File: src/rtl/baccarat_sequencer_if.sv
// Score feedback and control outputs between the Baccarat sequencer and its card datapath.
interface baccarat_sequencer_if;
  logic [3:0] pscore;
  logic [3:0] dscore;
  logic [3:0] pcard3;
  logic       load_pcard1, load_pcard2, load_pcard3;
  logic       load_dcard1, load_dcard2, load_dcard3;
  logic       player_win_light, dealer_win_light;
  logic       hand_done;

  modport master (
    input  pscore, dscore, pcard3,
    output load_pcard1, load_pcard2, load_pcard3,
    output load_dcard1, load_dcard2, load_dcard3,
    output player_win_light, dealer_win_light, hand_done
  );

  modport slave (
    output pscore, dscore, pcard3,
    input  load_pcard1, load_pcard2, load_pcard3,
    input  load_dcard1, load_dcard2, load_dcard3,
    input  player_win_light, dealer_win_light, hand_done
  );
endinterface

File: src/rtl/baccarat_sequencer.sv
// Moore FSM dealing a Baccarat hand: four-card deal, third-card rules, winner lights.
module baccarat_sequencer (
  input  logic                  slow_clock,
  input  logic                  resetb,
  baccarat_sequencer_if.master  bus
);
  typedef enum logic [3:0] {
    DEAL_P1, DEAL_D1, DEAL_P2, DEAL_D2, EVAL1, DEAL_P3, EVAL2, DEAL_D3, DONE
  } state_t;

  state_t state, state_nxt;
  logic   natural;
  logic   banker_draws;
  logic [3:0] v;

  always_ff @(posedge slow_clock) begin
    if (!resetb) state <= DEAL_P1;
    else         state <= state_nxt;
  end

  // Tens and face cards (and an empty slot) are worth zero in the banker table.
  assign v = (bus.pcard3 >= 4'd1 && bus.pcard3 <= 4'd9) ? bus.pcard3 : 4'd0;

  assign natural = (bus.pscore == 4'd8) || (bus.pscore == 4'd9) ||
                   (bus.dscore == 4'd8) || (bus.dscore == 4'd9);

  always_comb begin
    banker_draws = 1'b0;
    case (bus.dscore)
      4'd0, 4'd1, 4'd2: banker_draws = 1'b1;
      4'd3:             banker_draws = (v != 4'd8);
      4'd4:             banker_draws = (v >= 4'd2) && (v <= 4'd7);
      4'd5:             banker_draws = (v >= 4'd4) && (v <= 4'd7);
      4'd6:             banker_draws = (v >= 4'd6) && (v <= 4'd7);
      default:          banker_draws = 1'b0;
    endcase
  end

  always_comb begin
    state_nxt = state;
    case (state)
      DEAL_P1: state_nxt = DEAL_D1;
      DEAL_D1: state_nxt = DEAL_P2;
      DEAL_P2: state_nxt = DEAL_D2;
      DEAL_D2: state_nxt = EVAL1;
      EVAL1: begin
        if (natural)                   state_nxt = DONE;
        else if (bus.pscore <= 4'd5)   state_nxt = DEAL_P3;
        else if (bus.dscore <= 4'd5)   state_nxt = DEAL_D3;
        else                           state_nxt = DONE;
      end
      DEAL_P3: state_nxt = EVAL2;
      EVAL2:   state_nxt = banker_draws ? DEAL_D3 : DONE;
      DEAL_D3: state_nxt = DONE;
      DONE:    state_nxt = DONE;
      default: state_nxt = DEAL_P1;
    endcase
  end

  always_comb begin
    bus.load_pcard1      = (state == DEAL_P1);
    bus.load_dcard1      = (state == DEAL_D1);
    bus.load_pcard2      = (state == DEAL_P2);
    bus.load_dcard2      = (state == DEAL_D2);
    bus.load_pcard3      = (state == DEAL_P3);
    bus.load_dcard3      = (state == DEAL_D3);
    bus.hand_done        = (state == DONE);
    bus.player_win_light = 1'b0;
    bus.dealer_win_light = 1'b0;
    if (state == DONE) begin
      bus.player_win_light = (bus.pscore > bus.dscore) || (bus.pscore == bus.dscore);
      bus.dealer_win_light = (bus.dscore > bus.pscore) || (bus.pscore == bus.dscore);
    end
  end
endmodule

File: src/flat_wrapper.sv
// flat-port wrapper written by rule: the top's interface ports become plain ports
module baccarat_sequencer_flat 
  (slow_clock, resetb, bus_pscore, bus_dscore, bus_pcard3, bus_load_pcard1, bus_load_pcard2, bus_load_pcard3, bus_load_dcard1, bus_load_dcard2, bus_load_dcard3, bus_player_win_light, bus_dealer_win_light, bus_hand_done);
  baccarat_sequencer_if bus_i ();
  input  logic slow_clock;
  input  logic resetb;
  input wire logic [$bits(bus_i.pscore)-1:0] bus_pscore;
  input wire logic [$bits(bus_i.dscore)-1:0] bus_dscore;
  input wire logic [$bits(bus_i.pcard3)-1:0] bus_pcard3;
  output wire logic [$bits(bus_i.load_pcard1)-1:0] bus_load_pcard1;
  output wire logic [$bits(bus_i.load_pcard2)-1:0] bus_load_pcard2;
  output wire logic [$bits(bus_i.load_pcard3)-1:0] bus_load_pcard3;
  output wire logic [$bits(bus_i.load_dcard1)-1:0] bus_load_dcard1;
  output wire logic [$bits(bus_i.load_dcard2)-1:0] bus_load_dcard2;
  output wire logic [$bits(bus_i.load_dcard3)-1:0] bus_load_dcard3;
  output wire logic [$bits(bus_i.player_win_light)-1:0] bus_player_win_light;
  output wire logic [$bits(bus_i.dealer_win_light)-1:0] bus_dealer_win_light;
  output wire logic [$bits(bus_i.hand_done)-1:0] bus_hand_done;
  assign bus_i.pscore = bus_pscore;
  assign bus_i.dscore = bus_dscore;
  assign bus_i.pcard3 = bus_pcard3;
  assign bus_load_pcard1 = bus_i.load_pcard1;
  assign bus_load_pcard2 = bus_i.load_pcard2;
  assign bus_load_pcard3 = bus_i.load_pcard3;
  assign bus_load_dcard1 = bus_i.load_dcard1;
  assign bus_load_dcard2 = bus_i.load_dcard2;
  assign bus_load_dcard3 = bus_i.load_dcard3;
  assign bus_player_win_light = bus_i.player_win_light;
  assign bus_dealer_win_light = bus_i.dealer_win_light;
  assign bus_hand_done = bus_i.hand_done;
  baccarat_sequencer u_core (.slow_clock(slow_clock), .resetb(resetb), .bus(bus_i));
endmodule
File: config.mk
export PLATFORM = sky130hd
export DESIGN_NAME = baccarat_sequencer_flat
export DESIGN_NICKNAME = d
export VERILOG_FILES = /design/src/rtl/baccarat_sequencer_if.sv /design/src/rtl/baccarat_sequencer.sv /design/src/flat_wrapper.sv
export SDC_FILE = /design/constraint.sdc
export NUM_CORES = 1
export LEC_CHECK = 0
export BUFFER_PORTS_ARGS = -buffer_cell sky130_fd_sc_hd__buf_2
export CAP_MARGIN = 40
export CORE_AREA = 4 4 41 43
export DETAILED_ROUTE_END_ITERATION = 10
export DIE_AREA = 0 0 45 47
export PLACE_DENSITY = 0.66
export SETUP_SLACK_MARGIN = 0.3
export SLEW_MARGIN = 25
export SYNTH_ARGS = -nofsm -noshare
export SYNTH_HDL_FRONTEND = slang
export SYNTH_SLANG_ARGS = --single-unit
export TNS_END_PERCENT = 5
File: constraint.sdc
create_clock -name slow_clock -period 1.6 [get_ports slow_clock]
set_clock_uncertainty 0.05 [all_clocks]
set_input_delay 0.08 -clock slow_clock [delete_from_list [all_inputs] [get_ports slow_clock]]
set_output_delay 0.08 -clock slow_clock [all_outputs]
set_load 0.005 [all_outputs]
Word level (Yosys, flattened, before mapping)
Index checks and enable logic that the tools add are counted.
- register bits: 4
- bits of input ports: 14
- output and inout bits: 9
- word-level logic and storage cells: 53
- order comparisons: 10
- eq/ne operators: 20
- mux-type cells: 9
- reduce and logical (&&, ||, !) cells: 13
- operators by type and width (kind ; count):
    $pmux W4 S8 ; 1
    $eq A4 B3 Y1 const B ; 7
    $eq A4 B4 Y1 const B ; 5
    $mux W4 ; 5
    $eq A4 B2 Y1 const B ; 4
    $le A4 B3 Y1 const B ; 3
    $eq A4 B1 Y1 const B ; 2
    $ge A4 B3 Y1 const B ; 2
    $gt A4 B4 Y1 ; 2
    $logic_not A4 Y1 ; 2
    $logic_or A1 B1 Y1 ; 5
    $pmux W1 S5 ; 1
    $eq A4 B4 Y1 ; 1
    $ge A4 B1 Y1 const B ; 1
    $ge A4 B2 Y1 const B ; 1
    $le A4 B4 Y1 const B ; 1
    $logic_and A1 B1 Y1 ; 4
    $ne A4 B4 Y1 const B ; 1
    $reduce_or A3 Y1 ; 1
    $mux W1 ; 2
    $reduce_or A2 Y1 ; 1

Logic depth before layout (Yosys ltp)
Gate-level depths: netlist of run 1.
- depth after elaboration: 8
- depth in mapped cells: 6
- depth with buffers taken out: 6

Least setup slack after synthesis of run 1
No wires, ideal clock.
- path type: in2out
- start: input bus_dscore[1]
- end: output bus_player_win_light
- arrival time: 1.059 ns
- required time: 1.470 ns
- path slack: 0.411 ns
- stages: 6
- path buffers: 0
- cell sequence: inv_2 > ha_1 > nor2b_1 > o21a_1 > o21a_1 > o31a_1
- cells in the longest elaborated chain, start to end: 3
- elaborated cells between the ends (all ways): 4
- classes of those cells: order compare (1); eq/ne (1); mux (1); reduce/logical (1)
- ends and longest elaborated chain (element ; RTL line ; source):
    start: declaration ; flat_wrapper.sv:8 ; input wire logic [$bits(bus_i.dscore)-1:0] bus_dscore;
    $gt A4 B4 Y1 or $eq A4 B4 Y1 (tied branches) ; baccarat_sequencer.sv:71 ; bus.player_win_light = (bus.pscore > bus.dscore) || (bus.pscore == bus.dscore);
    $logic_or A1 B1 Y1 * ; baccarat_sequencer.sv:71 ;
    $mux W1 * ; baccarat_sequencer.sv:70 ; if (state == DONE) begin
    end: declaration ; flat_wrapper.sv:16 ; output wire logic [$bits(bus_i.player_win_light)-1:0] bus_player_win_light;
Every way passes the cells marked *; elsewhere a longest branch is shown, timed or not.

Final worst setup path of run 1
- start: register u_core.state[2]
- end: output bus_dealer_win_light
- cells in the longest elaborated chain, start to end: 2
- ends and longest elaborated chain (element ; RTL line ; source):
    start: declaration ; baccarat_sequencer.sv:11 ; state_t state, state_nxt;
    start signal: assignment ; baccarat_sequencer.sv:18 ; else state <= state_nxt;
    $eq A4 B4 Y1 ; baccarat_sequencer.sv:70 ;
    $mux W1 ; baccarat_sequencer.sv:70 ;
    end: declaration ; flat_wrapper.sv:17 ; output wire logic [$bits(bus_i.dealer_win_light)-1:0] bus_dealer_win_light;
Every way passes these cells.

==> metrics.md, run 1 <==
| Metric | Value |
|---|---|
| Status | finished clean |
| Layout Nets | 111 |
| Port Buffers | 22 |
| Final period util | 0.867 |
| CP Class | reg2out |
| Post-Syn Area per Cell | ~7.6 um2 |
| Cell Area, Synth | between 400 and 500 um2 |
| Antenna violations before repair | 0 |
| Ports | 23 |
| WL/cell | ~13 um |
| Largest net degree at the start of global routing | 11 |
| Peak supply drop | about 0.00016 V |
| P_leak | between 0.0003 and 0.0004 uW |
| Hpwl dp | roughly 1000 um |
| F_max | 0.721 GHz |
| Remaining Overflow, GRT | 0 |
| Synth-to-layout area growth | 39.4% |
| CTS root buf | clkbuf_4 |
| Core outline area | 0.00130 mm2 |
| Num Clock Sinks | 4 |
| Switching share of power | 0.327 |
| Clock network power share | 0.305 |
| EDFF count, synth | 0 |
| GRT Util Overall | 0.143 |
| Synth cell types | 30 |
| Post-Route WL | 1330 um |
| Starting Density | 0.381 |
| Least-Margin Pin Slew | 0.372 ns |
| Max clock buf depth | 2 |
| Post-synthesis net count | 83 |
| Combinational fraction of design power | 0.379 |
| CP startpoint kind | register |
| Die footprint | 0.00212 mm2 |
| Biggest regs | u_core.state: 4 flops |
| Sequential area share after synthesis | 0.162 |
| # H-tree levels | 1 |
| Layout cell share with drive strength beyond 1 | 0.407 |
| Yosys warns | 0 |
| Internal power | ~270 uW |
| Share of synthesized registers carrying an async set or reset | 0 |
| Top_reg_cell synth | dfxtp_1 |
| RD Place Congestion | roughly 0.74 |
| Power per standard cell area | around 580 mW/mm2 |
| Final Max Slew Viols | 0 |
| Most flops, register | u_core.state |
| Sequential power share | 0.316 |
| CP max FO | 4 |
| Synth Instances | 65 |
| Hold Path Class | in2reg |
| ANT cells | 0 |
| Fin crit period | 1.39 ns |
| Worst EP arrival | 1.26 ns |
| Row count | 13 |
| Clk pin slew, worst setup/hold paths | approximately 0.04 ns |
| DRC viols | 0 |
| DIE WIDTH | 45 um |
| TritonRoute pass-1 iters | 3 |
| Psw | 132 uW |
| Clk_lat worst skew | 0.23 ns |
| Fin cells | 106 |
| FF+latch count, synth | 4 |
| Data required time of the worst path | approximately 1.5 ns |
| Vias per cell | around 5.4 |
| TNS Setup | 0 ns |
| Cells after DPL | 100 |
| Worst relative slew slack | 0.749 |
| RSZ-0062 raised after global routing | yes |
| Endpoints failing hold | 0 |
| Max_cap viols | 0 |
| Antenna Nets Post-Route | 0 |
| Setup crit end kind | primary output |
| DR iter-0 viols | 4 |
| CTS tree | built |
| First-pass GRT wire length | 2270 um |
| Routed via count | 571 |
| CTS Hold Bufs | 0 |
| CTS Buf Count | 3 |
| Die Y | 47 um |
| Final setup fails | 0 |
| Max reg flops | 4 |
| Vias in the first global route | 559 |
## layer usage
metal / up-vias / routed length [um] / GRT usage
met3: 0 / 115 / 0.0192
li1: 298 / - / -
met2: 23 / 660 / 0.280
met5: - / 0 / 0
met4: 0 / 0 / 0.0468
met1: 250 / 553 / 0.156
## final timing paths
check             cells after the start                          to  slack, ns                        from
setup / recovery                      4        bus_dealer_win_light       0.21  u_core.state[2]$_SDFF_PN0_
hold / removal                        3  u_core.state[3]$_SDFF_PN0_       0.09                      resetb
setup reg to reg                      5  u_core.state[2]$_SDFF_PN0_       0.33  u_core.state[2]$_SDFF_PN0_
hold reg to reg                       1  u_core.state[0]$_SDFF_PN0_       0.57  u_core.state[0]$_SDFF_PN0_
## cell usage after synthesis, drive strengths merged (2+ instances only)
cell    instances  area [um2]
dfxtp           4        80.1
inv             6        22.5
o21ai           5        25.0
nand2b          8        50.1
buf             2        10.0
a21oi           3        15.0
nand2           4        15.0
nor4b           2        32.5
nor4            2        18.8
ha              4        50.1
o21a            2        15.0
nor3            4        20.0
nor2            5        18.8
o311ai          3        26.3
## critical path, cell delays in order, from the launching register on
cell	delay [ns]
dfxtp_4	0.35
nor4b_4	0.35
nand2b_1	0.09
o21ai_1	0.12
buf_2	0.12
## final cells by class
| class | count | area [um2] |
|---|---|---|
| Tap cell | 15 | 18.8 |
| Timing Repair Buffer | 25 | 139 |
| Sequential cell | 4 | 90.1 |
| Clock buffer | 3 | 22.5 |
| Inverter | 6 | 25.0 |
| Fill cell | 122 | 611 |
| Multi-Input combinational cell | 53 | 395 |
## kinds of logic (layout without fill, tap and decap cells)
kind of cell / count (synthesis) / after routing / share of synthesized area
simple gates: 31 / 31 / 0.414
compound gates: 17 / 17 / 0.240
buf+inv: 8 / 34 / 0.0657
fa+ha+maj: 4 / 4 / 0.101
flops: 4 / 4 / 0.162
xor+xnor: 1 / 1 / 0.0177
## power groups by stage
stage	sequential (uW)	clock (uW)	combinational [uW]
floorplan	120	0	90.7
global placement	137	0	126
detailed placement	136	0	128
CTS	128	127	151
global route	129	132	175
finish	128	123	153
## stage by stage
step | util | worst slack [ns] | power, uW | hold WS, ns | instance area (um2)
2_1_floorplan | - | 0.411 | 211 | 0.181 | 495
3_3_place_gp | 0.472 | 0.153 | 262 | 0.317 | 614
5_1_grt | 0.531 | 0.129 | 436 | 0.134 | 691
3_5_place_dp | 0.472 | 0.140 | 265 | 0.320 | 614
6_report | 0.531 | 0.213 | 403 | 0.0922 | 691
4_1_cts | 0.529 | 0.210 | 405 | 0.0857 | 688
## layout by cell type (no fill, tap or decap), types with 2 or more instances in the layout
master    synthesis  layout
dfxtp_4           0       2
nor3_1            4       4
o21ai_1           2       2
dfxtp_2           0       2
nor2_1            5       5
clkbuf_4          0       3
buf_2             2      21
inv_1             5       5
o21ai_0           3       3
o311ai_0          2       2
buf_4             0       3
nand2b_1          8       8
o21a_1            2       2
a21oi_1           3       3
nand2_1           4       4
ha_1              4       3
## what timing repair did
item | 4_1_cts | 5_1_grt
pin swaps | 1 | 1
endpoints found under the setup margin | 9 | 11
gates resized for setup | 8 | 1
buffers inserted | 3 | 0
(Power assumes the default switching activity.)
==> run 2, diff against run 1 <==
--- a/config.mk
+++ b/config.mk
@@ -10,9 +10,9 @@
 export CORE_AREA = 4 4 41 43
 export DETAILED_ROUTE_END_ITERATION = 10
 export DIE_AREA = 0 0 45 47
-export PLACE_DENSITY = 0.66
+export PLACE_DENSITY = 0.73
 export SETUP_SLACK_MARGIN = 0.3
-export SLEW_MARGIN = 25
+export SLEW_MARGIN = 20
 export SYNTH_ARGS = -nofsm -noshare
 export SYNTH_HDL_FRONTEND = slang
 export SYNTH_SLANG_ARGS = --single-unit
==> metrics.md, run 2 (synthesis gave the netlist of run 1 again) <==
| Metric | Value |
|---|---|
| Post-Route WL | 1330 um (+0.38%) |
| Crit path cell chain | buf_6 > inv_4 > ha_4 > nor2b_4 > o21a_1 > o21a_1 > o31a_1 > buf_2 |
| Worst relative slew slack | 0.804 (+0.0557) |
| Vias per cell | 5.37 (-0.30%) |
| Cells after DPL | 100 (unchanged) |
| Synth-to-layout area growth | 45.2% |
| Die footprint | 0.00212 mm2 (unchanged) |
| GR peak layer | met2 |
| First-pass GRT wire length | 2150 um (-5.5%) |
| ANT cells | 0 (unchanged) |
| WL/cell | 12.4 um (-1.5%) |
| GR Util met3 | 0.0268 (+0.00766) |
| CTS Hold Bufs | 0 (unchanged) |
| Design Area, Final | 719 um2 (+4.2%) |
| CTS Buf Count | 3 (unchanged) |
| Num Clock Sinks | 4 (unchanged) |
| Clock network power share | 0.289 (-0.016) |
| Switching share of power | 0.315 (-0.0129) |
| CP Class | in2out |
| Final setup fails | 0 (unchanged) |
| Biggest regs | u_core.state: 4 flops |
| Worst Hold Margin | 0.0785 ns (-0.0137 ns) |
| DR iter-0 viols | 14 (+10) |
| Cell mode on critical path | o21a_1 |
| Max clock buf depth | 2 (unchanged) |
| Setup crit end kind | primary output |
| Core outline area | 0.00130 mm2 (unchanged) |
| Hold Path Class | in2reg |
| Clk pin slew, worst setup/hold paths | 0.03 ns (about the same) |
| WP buf/inv | 3 (+2) |
| GRT Util Overall | 0.143 (unchanged) |
| Crit path max-delay family | compound AO/OA/AOI/OAI gates |
| Port Buffers | 22 (unchanged) |
| Largest net degree at the start of global routing | 11 (unchanged) |
| CP max FO | 4 (unchanged) |
| Peak supply drop | 0.000174 V (+8.8%) |
| Dpl cell area | 614 um2 (unchanged) |
| Dpl ws | 0.103 ns (-0.0377 ns) |
| CTS tree | built |
| Fin cells | 108 (+1.9%) |
| Fillers | 131 (+7.4%) |
| RD Place Congestion | 0.723 (-2.5%) |
| Power per standard cell area | 572 mW/mm2 (-2.1%) |
| Most frequent cells in the layout | 20 x buf_2, 8 x nand2b_1, 5 x inv_1, 5 x nor2_1, 5 x buf_4 |
| Global routing met1 resource utilization | 0.170 (+0.0136) |
| Max reg flops | 4 (unchanged) |
| Least-Margin Pin Slew | 0.289 ns (-0.0830 ns) |
| Max_cap viols | 0 (unchanged) |
| Endpoints failing hold | 0 (unchanged) |
| Worst path slowest cell | o31a_1 |
| Clk_lat worst skew | 0.23 ns (about the same) |
| Worst EP arrival | 1.28 ns (+0.02 ns) |
| Data required time of the worst path | 1.47 ns (about the same) |
| DRC viols | 0 (unchanged) |
| Hpwl dp | 997 um (-2.0%) |
| CP startpoint kind | input port |
| TritonRoute pass-1 iters | 4 (+1) |
| Final Max Slew Viols | 0 (unchanged) |
| Combinational fraction of design power | 0.392 (+0.013) |
| Met2 GRT Util | 0.234 (-0.0452) |
| Most flops, register | u_core.state |
| Vias in the first global route | 519 (-7.2%) |
| Antenna Nets Post-Route | 0 (unchanged) |
| Starting Density | 0.381 (unchanged) |
| Sequential power share | 0.319 (+0.003) |
| Max incr delay on CP | 0.27 ns (-0.08 ns) |
| # H-tree levels | 1 (unchanged) |
| Psw | 129 uW (-2.0%) |
| TNS Setup | 0 ns (unchanged) |
| DIE WIDTH | 45 um (unchanged) |
| Die Y | 47 um (unchanged) |
| Remaining Overflow, GRT | 0 (unchanged) |
| Final worst slack | 0.186 ns (-0.0274 ns) |
| Final period util | 0.884 (+0.0171) |
| F_max | 0.707 GHz (-1.9%) |
| Routed via count | 580 (+1.6%) |
| CTS root buf | clkbuf_4 |
| RSZ-0062 raised after global routing | yes |
| Status | finished clean |
| Commonest non-fill, non-tap cell in the layout | buf_2 |
| Fin crit period | 1.41 ns (+0.0274 ns) |
| Row count | 13 (unchanged) |
| Ports | 23 (unchanged) |
| Layout cell share with drive strength beyond 1 | 0.430 (+0.0235) |
| Layout Nets | 113 (+1.8%) |
| Internal power | 282 uW (+4.0%) |
| P_leak | 0.000326 uW (+5.7%) |
| Antenna violations before repair | 0 (unchanged) |
run 2: power groups by stage:
stage	clock network [uW]	logic [uW]	registers, uW
floorplan	0	90.7	120
global placement	0	125	136
detailed placement	0	128	137
CTS	125	149	133
global route	131	181	133
finish	119	161	131
run 2: layout make-up:
class	count	area, um2	share of cell area
clock buffer	3	22.5	0.0313
tap	15	18.8	0.0261
inverter	6	25.0	0.0348
sequential	4	90.1	0.125
multi-input combinational	53	403	0.560
timing repair buffer	27	160	0.223
run 2: worst paths after layout:
check / start / end / slack, ns / cells past startpoint
worst max-delay path: bus_dscore[1] / bus_player_win_light / 0.19 / 8
worst min-delay path: resetb / u_core.state[3]$_SDFF_PN0_ / 0.08 / 3
worst max register to register: u_core.state[2]$_SDFF_PN0_ / u_core.state[1]$_SDFF_PN0_ / 0.36 / 5
worst min register to register: u_core.state[0]$_SDFF_PN0_ / u_core.state[2]$_SDFF_PN0_ / 0.54 / 2
run 2: metrics by stage:
step                 util  power [uW]
finish              0.553         411
global route        0.553         445
detailed placement  0.472         265
global placement    0.472         261
floorplan               -         211
CTS                 0.539         407
run 2: tightest hold or removal path: cells and delay by family:
family / cells / cell delay (ns)
buffers and inverters: 1 / 0.10
AO/OA/AOI/OAI: 2 / 0.14
run 2: timing repair:
action,4_1_cts,5_1_grt
hold endpoints to repair,0,0
buffers inserted,3,2
setup endpoints to repair,9,7
pin swaps,4,1
resized for setup,13,1
cloned,0,0
run 2: routing by layer:
layer	wire length, um	vias up
met2	602	22
met3	112	4
met5	0	-
li1	-	297
met4	34	0
met1	584	257
